`config.mk`:
```
export PLATFORM = sky130hd
export DESIGN_NAME = burst_sequencer
export DESIGN_NICKNAME = d
export VERILOG_FILES = /design/src/rtl/quasi_burst_pkg.sv /design/src/rtl/burst_timeout.sv /design/src/rtl/burst_sequencer.sv
export SDC_FILE = /design/constraint.sdc
export NUM_CORES = 1
export LEC_CHECK = 0
export BUFFER_PORTS_ARGS = -buffer_cell sky130_fd_sc_hd__buf_2
export CAP_MARGIN = 20
export CORE_ASPECT_RATIO = 1.4
export CORE_MARGIN = 1
export CORE_UTILIZATION = 55
export CTS_CLUSTER_DIAMETER = 30
export DETAILED_ROUTE_END_ITERATION = 7
export GPL_TIMING_DRIVEN = 0
export PLACE_DENSITY = 0.89
export SLEW_MARGIN = 5
export SYNTH_ARGS = -nofsm -noshare
export SYNTH_HDL_FRONTEND = slang
export SYNTH_SLANG_ARGS = --single-unit
```
`constraint.sdc`:
```
create_clock -name clk -period 6.1 [get_ports clk]
set_input_delay 1.22 -clock clk [delete_from_list [all_inputs] [get_ports clk]]
set_output_delay 1.22 -clock clk [all_outputs]
set_load 0.02 [all_outputs]
```
`src/rtl/quasi_burst_pkg.sv`:
```
// Shared types and constants for the burst sequencer.
// The state encoding and the length decode live here so the bench and RTL agree.
package quasi_burst_pkg;

    typedef enum logic [2:0] {
        S_IDLE,
        S_RD_ISSUE,
        S_RD_OUT,
        S_WR_WAIT,
        S_WR_ISSUE,
        S_DONE
    } state_t;

    localparam logic [8:0] BURST_MAX = 9'd256;

    // A zero length field stands for a full 256-word burst.
    function automatic logic [8:0] decode_len(input logic [7:0] len);
        return (len == 8'd0) ? BURST_MAX : {1'b0, len};
    endfunction

endpackage

```
`src/rtl/burst_timeout.sv`:
```
// Per-access m_ready wait counter.
// expired fires on the cycle the count would reach LIMIT.
module burst_timeout #(
    parameter int unsigned LIMIT = 1024
) (
    input  logic clk,
    input  logic rst,
    input  logic clr,
    input  logic inc,
    output logic expired
);

    localparam int W = $clog2(LIMIT + 1);

    logic [W-1:0] cnt_q;
    logic [W-1:0] cnt_d;

    always_comb begin
        cnt_d = cnt_q;
        if (clr) begin
            cnt_d = '0;
        end else if (inc) begin
            cnt_d = cnt_q + 1'b1;
        end
    end

    always_ff @(posedge clk or posedge rst) begin
        if (rst) begin
            cnt_q <= '0;
        end else begin
            cnt_q <= cnt_d;
        end
    end

    assign expired = inc && !clr && (cnt_q == W'(LIMIT - 1));

endmodule

```
`src/rtl/burst_sequencer.sv`:
```
// Word-burst sequencer between a stream port and a simple memory port.
// All outputs come straight from flops; m_ready only steers next state.
module burst_sequencer
    import quasi_burst_pkg::*;
#(
    parameter int unsigned TIMEOUT   = 1024,
    parameter int unsigned ADDR_STEP = 4
) (
    input  logic        clk,
    input  logic        rst,
    input  logic        burst_req,
    input  logic        burst_we,
    input  logic [31:0] burst_addr,
    input  logic [7:0]  burst_len,
    output logic        burst_busy,
    output logic        burst_done,
    output logic        burst_err,
    input  logic [31:0] wdata,
    input  logic        wvalid,
    output logic        wready,
    output logic [31:0] rdata,
    output logic        rvalid,
    input  logic        rready,
    output logic [31:0] m_a,
    output logic [31:0] m_d,
    output logic        m_we,
    output logic        m_rd,
    input  logic [31:0] m_spo,
    input  logic        m_ready
);

    state_t      state_q;
    logic [31:0] addr_q;
    logic [31:0] addr_d;
    logic [31:0] rdata_q;
    logic [31:0] m_d_q;
    logic [8:0]  cnt_q;
    logic [8:0]  cnt_d;
    logic        m_rd_q;
    logic        m_we_q;
    logic        wready_q;
    logic        rvalid_q;
    logic        busy_q;
    logic        done_q;
    logic        err_q;
    logic        issue;
    logic        last;
    logic        expired;

    assign addr_d = addr_q + 32'(ADDR_STEP);
    assign cnt_d  = cnt_q - 9'd1;
    assign last   = (cnt_q == 9'd1);
    assign issue  = (state_q == S_RD_ISSUE) ||
                    (state_q == S_WR_ISSUE);

    // Held clear outside the ISSUE states, so each access starts at zero.
    burst_timeout #(
        .LIMIT(TIMEOUT)
    ) u_timeout (
        .clk    (clk),
        .rst    (rst),
        .clr    (!issue),
        .inc    (issue && !m_ready),
        .expired(expired)
    );

    always_ff @(posedge clk or posedge rst) begin
        if (rst) begin
            state_q  <= S_IDLE;
            addr_q   <= '0;
            cnt_q    <= '0;
            rdata_q  <= '0;
            m_d_q    <= '0;
            m_rd_q   <= 1'b0;
            m_we_q   <= 1'b0;
            wready_q <= 1'b0;
            rvalid_q <= 1'b0;
            busy_q   <= 1'b0;
            done_q   <= 1'b0;
            err_q    <= 1'b0;
        end else begin
            unique case (state_q)
                S_IDLE: begin
                    if (burst_req) begin
                        addr_q <= burst_addr;
                        cnt_q  <= decode_len(burst_len);
                        busy_q <= 1'b1;
                        if (burst_we) begin
                            state_q  <= S_WR_WAIT;
                            wready_q <= 1'b1;
                        end else begin
                            state_q <= S_RD_ISSUE;
                            m_rd_q  <= 1'b1;
                        end
                    end
                end
                S_RD_ISSUE: begin
                    if (m_ready) begin
                        rdata_q  <= m_spo;
                        m_rd_q   <= 1'b0;
                        rvalid_q <= 1'b1;
                        state_q  <= S_RD_OUT;
                    end else if (expired) begin
                        m_rd_q  <= 1'b0;
                        done_q  <= 1'b1;
                        err_q   <= 1'b1;
                        state_q <= S_DONE;
                    end
                end
                S_RD_OUT: begin
                    if (rready) begin
                        rvalid_q <= 1'b0;
                        cnt_q    <= cnt_d;
                        addr_q   <= addr_d;
                        if (last) begin
                            done_q  <= 1'b1;
                            state_q <= S_DONE;
                        end else begin
                            m_rd_q  <= 1'b1;
                            state_q <= S_RD_ISSUE;
                        end
                    end
                end
                S_WR_WAIT: begin
                    if (wvalid) begin
                        m_d_q    <= wdata;
                        wready_q <= 1'b0;
                        m_we_q   <= 1'b1;
                        state_q  <= S_WR_ISSUE;
                    end
                end
                S_WR_ISSUE: begin
                    if (m_ready) begin
                        m_we_q <= 1'b0;
                        cnt_q  <= cnt_d;
                        addr_q <= addr_d;
                        if (last) begin
                            done_q  <= 1'b1;
                            state_q <= S_DONE;
                        end else begin
                            wready_q <= 1'b1;
                            state_q  <= S_WR_WAIT;
                        end
                    end else if (expired) begin
                        m_we_q  <= 1'b0;
                        done_q  <= 1'b1;
                        err_q   <= 1'b1;
                        state_q <= S_DONE;
                    end
                end
                S_DONE: begin
                    done_q  <= 1'b0;
                    err_q   <= 1'b0;
                    busy_q  <= 1'b0;
                    state_q <= S_IDLE;
                end
                default: begin
                    state_q <= S_IDLE;
                end
            endcase
        end
    end

    assign burst_busy = busy_q;
    assign burst_done = done_q;
    assign burst_err  = err_q;
    assign wready     = wready_q;
    assign rdata      = rdata_q;
    assign rvalid     = rvalid_q;
    assign m_a        = addr_q;
    assign m_d        = m_d_q;
    assign m_we       = m_we_q;
    assign m_rd       = m_rd_q;

endmodule

```
# == Yosys cells after proc, flatten, opt, wreduce, memory -nomap -nowiden ==
# Index checks and enable logic that the tools add are counted.
# totals
reg_bits,126
input_bits,111
output_inout_bits,103
elab_cells,114
# op_classes
add_sub_neg,3
eq_ne,22
mux,49
n_reduce_logical,27
# op_table
cell,n
$mux 32,3
$pmux 32 s3,1
$mux 9,4
$add 32x3->32 const B,1
$pmux 9 s3,1
$mux 3,8
$mux 11,2
$ne 2x2->1 const B,11
$mux 1,21
$pmux 3 s5,1
$reduce_and 3->1,5
$reduce_and 6->1,2
$add 11x1->11 const B,1
$eq 11x10->1 const B,1
$eq 9x1->1 const B,1
$reduce_bool 3->1,3
$sub 9x1->9 const B,1
$logic_not 8->1,1
$pmux 1 s2,4
$reduce_bool 2->1,4
$eq 3x2->1 const B,2
$eq 3x3->1 const B,2
$ne 3x3->1 const B,2
$pmux 1 s3,2
12 further kinds,17

# == Depth between registers and ports, before layout ==
# Gate-level depths: netlist (run 1).
# depth
depth_word,8
depth_mapped,7
mapped_depth_nobuf,6

# == Modules after synthesis ==
# A second synthesis (run 1) with hierarchy kept.
# unflattened
hier_cells,581
area_unflattened_um2,6093.3
# by_module_without_submodules
module,instances,cells_each,area_per_inst_um2,seq_area_each_um2
burst_sequencer,1,528,5561.6,2877.8
burst_timeout,1,53,531.8,275.3

# == Worst setup path before layout (run 1) ==
# No wires, ideal clock.
# synth_path
path_type,input -> register
startpoint,in m_ready
endpoint,reg cnt_q[1]
setup_time_ns,0.133
arrival_ns,2.438
required_ns,5.967
path_slack_ns,3.529
stages,6
n_path_buf,3
path_cell_list,mux2i_1 -> o22a_1 -> clkbuf_1 -> clkbuf_1 -> clkbuf_1 -> a21oi_1
# synth_between
elab_chain_len,2
# synth_rtl
item,line,source
"start, declared",burst_sequencer.sv:29,input logic m_ready
$ne 2x2->1 (no source line),-,
$reduce_and 4->1 (no source line),-,
"end signal, assigned",burst_sequencer.sv:86,cnt_q <= decode_len(burst_len);
"end signal, assigned",burst_sequencer.sv:113,cnt_q <= cnt_d;
"end signal, assigned",burst_sequencer.sv:135,cnt_q <= cnt_d;
"end, declared",burst_sequencer.sv:37,logic [8:0] cnt_q;
# No other way between the ends.
# A chain may end at the register's enable or synchronous reset.

# == Worst setup path after layout (run 1) ==
# layout_path
startpoint,in m_ready
endpoint,reg cnt_q[3]
# The elaborated chain is that of the path after synthesis.

==> qor.yml, run 1 <==
synthesis:
  yosys.area.top_type: "dfrtp_1"
  yosys-top-cells-count: "nand2_1 (128), dfrtp_1 (126), mux2_2 (35)"
  synth_nets: 759
  synthDistinctLibCells: 62
  synth_ff_type: "dfrtp_1"
  syn_inst: 644
  async_flop_share: 1.000
  yosysTopAreaCellShare: 0.5040
  synth_edf_count: 0
  yosysMostFrequentCell: "nand2_1"
  synth_seq_cells: 126
  ys.warnings.count: 0
  synth_area_um2: 6256
  synth.top_cells.by_area: "dfrtp_1 (50%), nand2_1 (7.7%), mux2_2 (6.3%), a21oi_1 (2.3%), nor2_1 (1.9%)"
  postSynthAreaPerCell_um2: 9.714
  yosysSeqAreaShare: 0.5040
clock_network:
  cts_buffer_depth: 2
  cts_resized: 0
  tritoncts: "yes"
  clk_transition_reported_paths_ns: 0.05
  htreeDepth: 4
  cts.sinks: 126
  postCtsSetupBuffers: 0
  clk_latency_ns: 0.41
  holdBufCountCts: 0
  cts-buffers-inserted: 17
  cts-root-buf: "clkbuf_16"
timing:
  final_hold_viol_count: 0
  post-route-period-util: 0.4880
  rsz0062_at_grt: "false"
  setup_violations: 0
  slew_headroom: 0.2040
  worstMarginPinSlew_ns: 1.183
  drv_slew: 0
  fmax_ghz: 0.3359
  tns_ns: 0
  period_needed_ns: 2.977
  finalClockSkew_ns: 0.009265
die:
  dieArea_um2: 11810
  die_y_um: 128.2
  num_rows: 45
  ios: 214
  start_util: 0.5698
  coreArea_um2: 10980
  die_w_um: 92.14
global_routing:
  use_met3: 0.06584
  grt_pass1_wl_um: 28760
  gr-usage-all-layers: 0.3100
  grt.busiest_layer: "met2"
  globalRouteOverflowTotal: 0
  met2_usage: 0.5378
  first_global_vias: 6016
  globalRouteMet1Util: 0.3604
  grt_max_degree: 92
  antenna_found_initial: 0
drt:
  wl_per_cell_um: 17.51
  drtIter0Drc: 581
  vias_per_cell: 5.999
  vias: 6179
  drt_first_pass_iters: 6
  drcViolationCount: 0
  postRouteAntennaNets: 0
  finalWirelength_um: 18040
placed_design:
  io_buffers: 213
  routabilityCongestion: 0.9088
  dp_hpwl_um: 12880
cells_and_area:
  fill_cells: 824
  area_growth_pct: 29.62
  diodes: 0
  nets: 993
  final_core_util: 0.7386
  drive_above_1_share: 0.3476
critical_path:
  worstPathMaxFanout: 10
  endpoint_kind: "register"
  critPathKind: "in -> reg"
  crit_arrival_ns: 3.24
  start_kind: "input pin"
  crit_required_ns: 6.36
power_and_ir_drop:
  p_leak_nw: 3.803
  power_density_nw_per_um2: 584.6
  total_power_w: 0.004741
  ir_worst_vdd_mv: 0.3281
min_path:
  min_path_type: "reg -> reg"
status:
  status: "finished, final reports clean"
run:
  maxCapViolations: 0
final timing paths:
path / startpoint / end / slack [ns] / cells after the start
setup / recovery: m_ready / cnt_q[3]$_DFFE_PP0P_ / 3.12 / 7
max in group asynchronous: rst / m_a[18]$_DFFE_PP0P_ / 4.53 / 3
hold reg to reg: m_d[1]$_DFFE_PP0P_ / m_d[1]$_DFFE_PP0P_ / 0.47 / 2
setup reg to reg: state_q[0]$_DFFE_PP0P_ / cnt_q[3]$_DFFE_PP0P_ / 3.51 / 6
min in group asynchronous: rst / rdata[24]$_DFFE_PP0P_ / 0.80 / 2
hold / removal: m_d[1]$_DFFE_PP0P_ / m_d[1]$_DFFE_PP0P_ / 0.47 / 2
cells in the final DEF (no fill, tap or decap), types with 9 or more instances in the layout:
cell type / n
a22oi_1: 9
a21oi_1: 29
o21ai_0: 23
nor4_1: 14
dfrtp_1: 126
buf_2: 221
nor3_1: 21
inv_1: 15
clkbuf_16: 17
nand4_1: 11
o2bb2ai_1: 11
nor2_1: 32
o22ai_1: 11
clkbuf_1: 33
mux2_2: 35
nand2_1: 128
nand3_1: 13
per-layer routing:
metal / wire length, um / share of wire
met5: 0 / 0
met4: 616 / 0.034
met3: 1485 / 0.082
met2: 9394 / 0.52
met1: 6540 / 0.36
stage by stage:
stage / area (um2) / std cells / hold WS [ns] / setup slack (ns)
5_1_grt: 8109 / 1030 / 0.4914 / 3.074
2_1_floorplan: 6256 / 644 / 0.4704 / 1.524
4_1_cts: 8109 / 1030 / 0.4696 / 3.203
3_3_place_gp: 7498 / 998 / 0.4532 / 0.1407
3_5_place_dp: 7538 / 1000 / 0.4563 / 2.773
6_report: 8109 / 1030 / 0.4668 / 3.123
cells by family (layout without fill, tap and decap cells):
logic type | after synthesis | after routing | share of synthesized area
buf+inv | 57 | 302 | 0.03580
fa+ha+maj | 4 | 4 | 0.008000
flops | 126 | 126 | 0.5040
simple gates | 274 | 274 | 0.2178
mux | 38 | 38 | 0.06780
xor+xnor | 9 | 9 | 0.01260
compound gates | 136 | 136 | 0.1540
where the power goes:
part	total [W]	internal (W)	switching (W)	leakage [nW]
Clock	0.000961	0.000619	0.000341	0.277
Combinational	0.00227	0.000816	0.00145	2.00
Sequential	0.00151	0.00121	0.000300	1.52
flip-flops by register name (all words and copies together) (netlist names):
| register | cells |
|---|---|
| m_we | 1 |
| burst_busy | 1 |
| u_timeout.cnt_q | 11 |
| burst_done | 1 |
| rdata | 32 |
| state_q | 3 |
| m_d | 32 |
| wready | 1 |
| rvalid | 1 |
| m_rd | 1 |
| cnt_q | 9 |
| burst_err | 1 |
| m_a | 32 |
worst max-delay path: stages:
cell	delay (ns)
buf_2	0.15
mux2i_1	0.23
o22a_1	0.17
clkbuf_1	0.40
clkbuf_1	0.47
clkbuf_1	0.46
o22ai_1	0.12
area by class of cell:
cell class	instances	area [um2]	area share
Clock inverter	5	55.05	0.006789
Buffer	41	163.9	0.02021
Clock buffer	25	515.5	0.06357
Tap cell	141	176.4	0.02176
Inverter	16	65.06	0.008023
Sequential cell	126	3153	0.3888
Multi-Input combinational cell	461	2879	0.3550
Timing Repair Buffer	215	1101	0.1358
Power figures use the tool's default switching activity.
==> inputs of run 2 (changes only) <==
- CORE_UTILIZATION: 55 -> 46
- PLACE_DENSITY: 0.89 -> 0.8
- clock period: 6.1 -> 2.5 ns (I/O delays scaled with it)
==> run 2 against run 1 <==
  * Wire length rose by 1.3%
  * Combinational power up 140%
  * First-iteration DRC count down 25%
  * Count of clock-buffer cells in the layout is 4 lower
  * Clock power increased by 150%
==> qor.yml, run 2 (synthesized netlist as in run 1, its figures left out) <==
power_and_ir_drop:
  ir_worst_vdd_mv: 0.7134  # was 0.3281 mV
  p_leak_nw: 3.835  # was 3.803 nW
  power_density_nw_per_um2: 1412  # was 584.6 nW/um2
  total_power_w: 0.01160  # was 0.004741 W
timing:
  hold_ws_ns: 0.2054  # was 0.4668 ns
  final_hold_viol_count: 0  # unchanged
  setup_ws_ns: 0.1387  # was 3.123 ns
  drv_slew: 0  # unchanged
  period_needed_ns: 2.361
  rsz0062_at_grt: "false"  # unchanged
  post-route-period-util: 0.9445
  worstMarginPinSlew_ns: 0.7835  # was 1.183 ns
  setup_violations: 0  # unchanged
  finalClockSkew_ns: 0.01177  # was 0.009265 ns
  fmax_ghz: 0.4235
  slew_headroom: 0.4764  # was 0.2040
placed_design:
  place_area_um2: 7619  # was 7538 um2
  routabilityCongestion: 0.8984  # was 0.9088
  dpl_worst_slack_ns: -0.07644  # was 2.773 ns
  dp_hpwl_um: 13600  # was 12,880 um
  io_buffers: 213  # unchanged
critical_path:
  crit_required_ns: 2.84  # was 6.36 ns
  worstReg2RegEnd: "m_a[24]$_DFFE_PP0P_"  # was cnt_q[3]$_DFFE_PP0P_
  path_cells: "ha_1 -> nand3_2 -> or4_1 -> buf_2 -> or4_1 -> o211ai_2"  # was buf_2 -> mux2i_1 -> o22a_1 -> clkbuf_1 -> clkbuf_1 -> clkbuf_1 -> o22ai_1
  crit_path_top_delay_cell: "or4_1"  # was clkbuf_1
  ff2ff_path_depth: 6  # unchanged
  crit_arrival_ns: 2.70  # was 3.24 ns
  worstPathMaxFanout: 8  # was 10
  endpoint_kind: "register"  # unchanged
  start_kind: "register"  # was input pin
  critPathKind: "reg -> reg"  # was in -> reg
  crit_top_cell: "or4_1"  # was clkbuf_1
  r2r_slack_ns: 0.14  # was 3.51 ns
  reg2reg_from: "m_a[2]$_DFFE_PP0P_"  # was state_q[0]$_DFFE_PP0P_
  cpPeakStageDelay_ns: 0.57  # was 0.47 ns
drt:
  postRouteAntennaNets: 0  # unchanged
  vias: 6107  # was 6,179
  drcViolationCount: 0  # unchanged
  drt_first_pass_iters: 5  # was 6
  finalWirelength_um: 18280  # was 18,040 um
  vias_per_cell: 5.681  # was 5.999
  drtIter0Drc: 437  # was 581
  wl_per_cell_um: 17.00  # was 17.51 um
die:
  start_util: 0.4695  # was 0.5698
  ios: 214  # unchanged
  num_rows: 50  # was 45
  coreArea_um2: 13330  # was 10,980 um2
  die_y_um: 140.0  # was 128.2 um
  die_w_um: 100.6  # was 92.14 um
  dieArea_um2: 14080  # was 11,810 um2
global_routing:
  gr-usage-all-layers: 0.2630  # was 0.3100
  grt_max_degree: 40  # was 92
  antenna_found_initial: 0  # unchanged
  globalRouteOverflowTotal: 0  # unchanged
  first_global_vias: 5768  # was 6,016
  grt_pass1_wl_um: 29040  # was 28,760 um
run:
  maxCapViolations: 0  # unchanged
cells_and_area:
  final_cell_mix: "buf_2 (222), nand2_1 (128), dfrtp_1 (125)"  # was buf_2 (221), nand2_1 (128), dfrtp_1 (126)
  fill_cells: 1187  # was 824
  layout_commonest_cell: "buf_2"  # unchanged
  final_area_um2: 8215  # was 8109 um2
  final_core_util: 0.6165  # was 0.7386
  area_growth_pct: 31.32  # was 29.62%
  diodes: 0  # unchanged
  drive_above_1_share: 0.3561  # was 0.3476
  nets: 995  # was 993
clock_network:
  cts_buffer_depth: 2  # unchanged
  tritoncts: "yes"  # unchanged
  cts_resized: 1  # was 0
  cts-buffers-inserted: 17  # unchanged
  htreeDepth: 4  # unchanged
  cts.sinks: 126  # unchanged
  cts-root-buf: "clkbuf_16"  # unchanged
  holdBufCountCts: 0  # unchanged
  postCtsSetupBuffers: 0  # unchanged
  clk_latency_ns: 0.41  # about the same
  clk_transition_reported_paths_ns: 0.06  # was 0.05 ns
status:
  status: "finished, final reports clean"  # unchanged
min_path:
  min_path_type: "in -> async"  # was reg -> reg
[run 2: cell count changes in the layout (fill, tap and decap cells not counted), sizes merged]
| cell | before | now |
|---|---|---|
| buf | 225 | 227 |
| inv | 16 | 15 |
| bufinv | 1 | 2 |
| clkinv | 2 | 7 |
| clkinvlp | 2 | 3 |
| clkbuf | 56 | 52 |
[run 2: per-layer routing]
metal	up-vias	wire length [um]	share of wire	track usage
met4	0	707	0.039	0.1358
li1	2836	-	-	-
met3	68	962	0.053	0.04142
met1	2923	6995	0.38	0.3179
met5	-	0	0	0
met2	280	9612	0.53	0.4484
[run 2: power breakdown]
| group | switching [W] | internal [W] |
|---|---|---|
| combinational | 0.00354 | 0.00201 |
| clock | 0.000891 | 0.00149 |
| sequential | 0.000725 | 0.00295 |
[run 2: worst max-delay path by stage]
stage,start,to,slack (ns),cells past startpoint
floorplan,m_a[2]$_DFFE_PP0P_,m_a[24]$_DFFE_PP0P_,0.25,6
global placement,rst,m_d[0]$_DFFE_PP0P_,-0.41,2
detailed placement,m_ready,cnt_q[3]$_DFFE_PP0P_,-0.08,7
CTS,state_q[1]$_DFFE_PP0P_,m_a[11]$_DFFE_PP0P_,0.04,6
global route,state_q[1]$_DFFE_PP0P_,m_a[2]$_DFFE_PP0P_,0.03,7
finish,m_a[2]$_DFFE_PP0P_,m_a[24]$_DFFE_PP0P_,0.14,6
[run 2: area by class of cell]
type | instances | area (um2) | area share
clock inverters | 11 | 117.6 | 0.01432
flip-flops and latches | 126 | 3154 | 0.3839
multi-input cells | 461 | 2903 | 0.3533
inverters | 16 | 63.81 | 0.007767
plain buffers | 41 | 167.7 | 0.02041
repair buffers | 217 | 1131 | 0.1377
clock buffers | 21 | 450.4 | 0.05483
well taps | 182 | 227.7 | 0.02772
[run 2: through the flow]
stage,setup TNS [ns],cells
2_1_floorplan,0,644
3_3_place_gp,-50.34,1039
3_5_place_dp,-0.5221,1043
4_1_cts,0,1075
5_1_grt,0,1075
6_report,0,1075
[run 2: worst max-delay path: cells and delay by family (launching register included)]
family                   cells  cell delay, ns
AO/OA/AOI/OAI                1            0.15
adder cells (fa/ha/maj)      1            0.26
buffers and inverters        1            0.19
flip-flops                   1            0.44
AND/OR/NAND/NOR              3            1.26
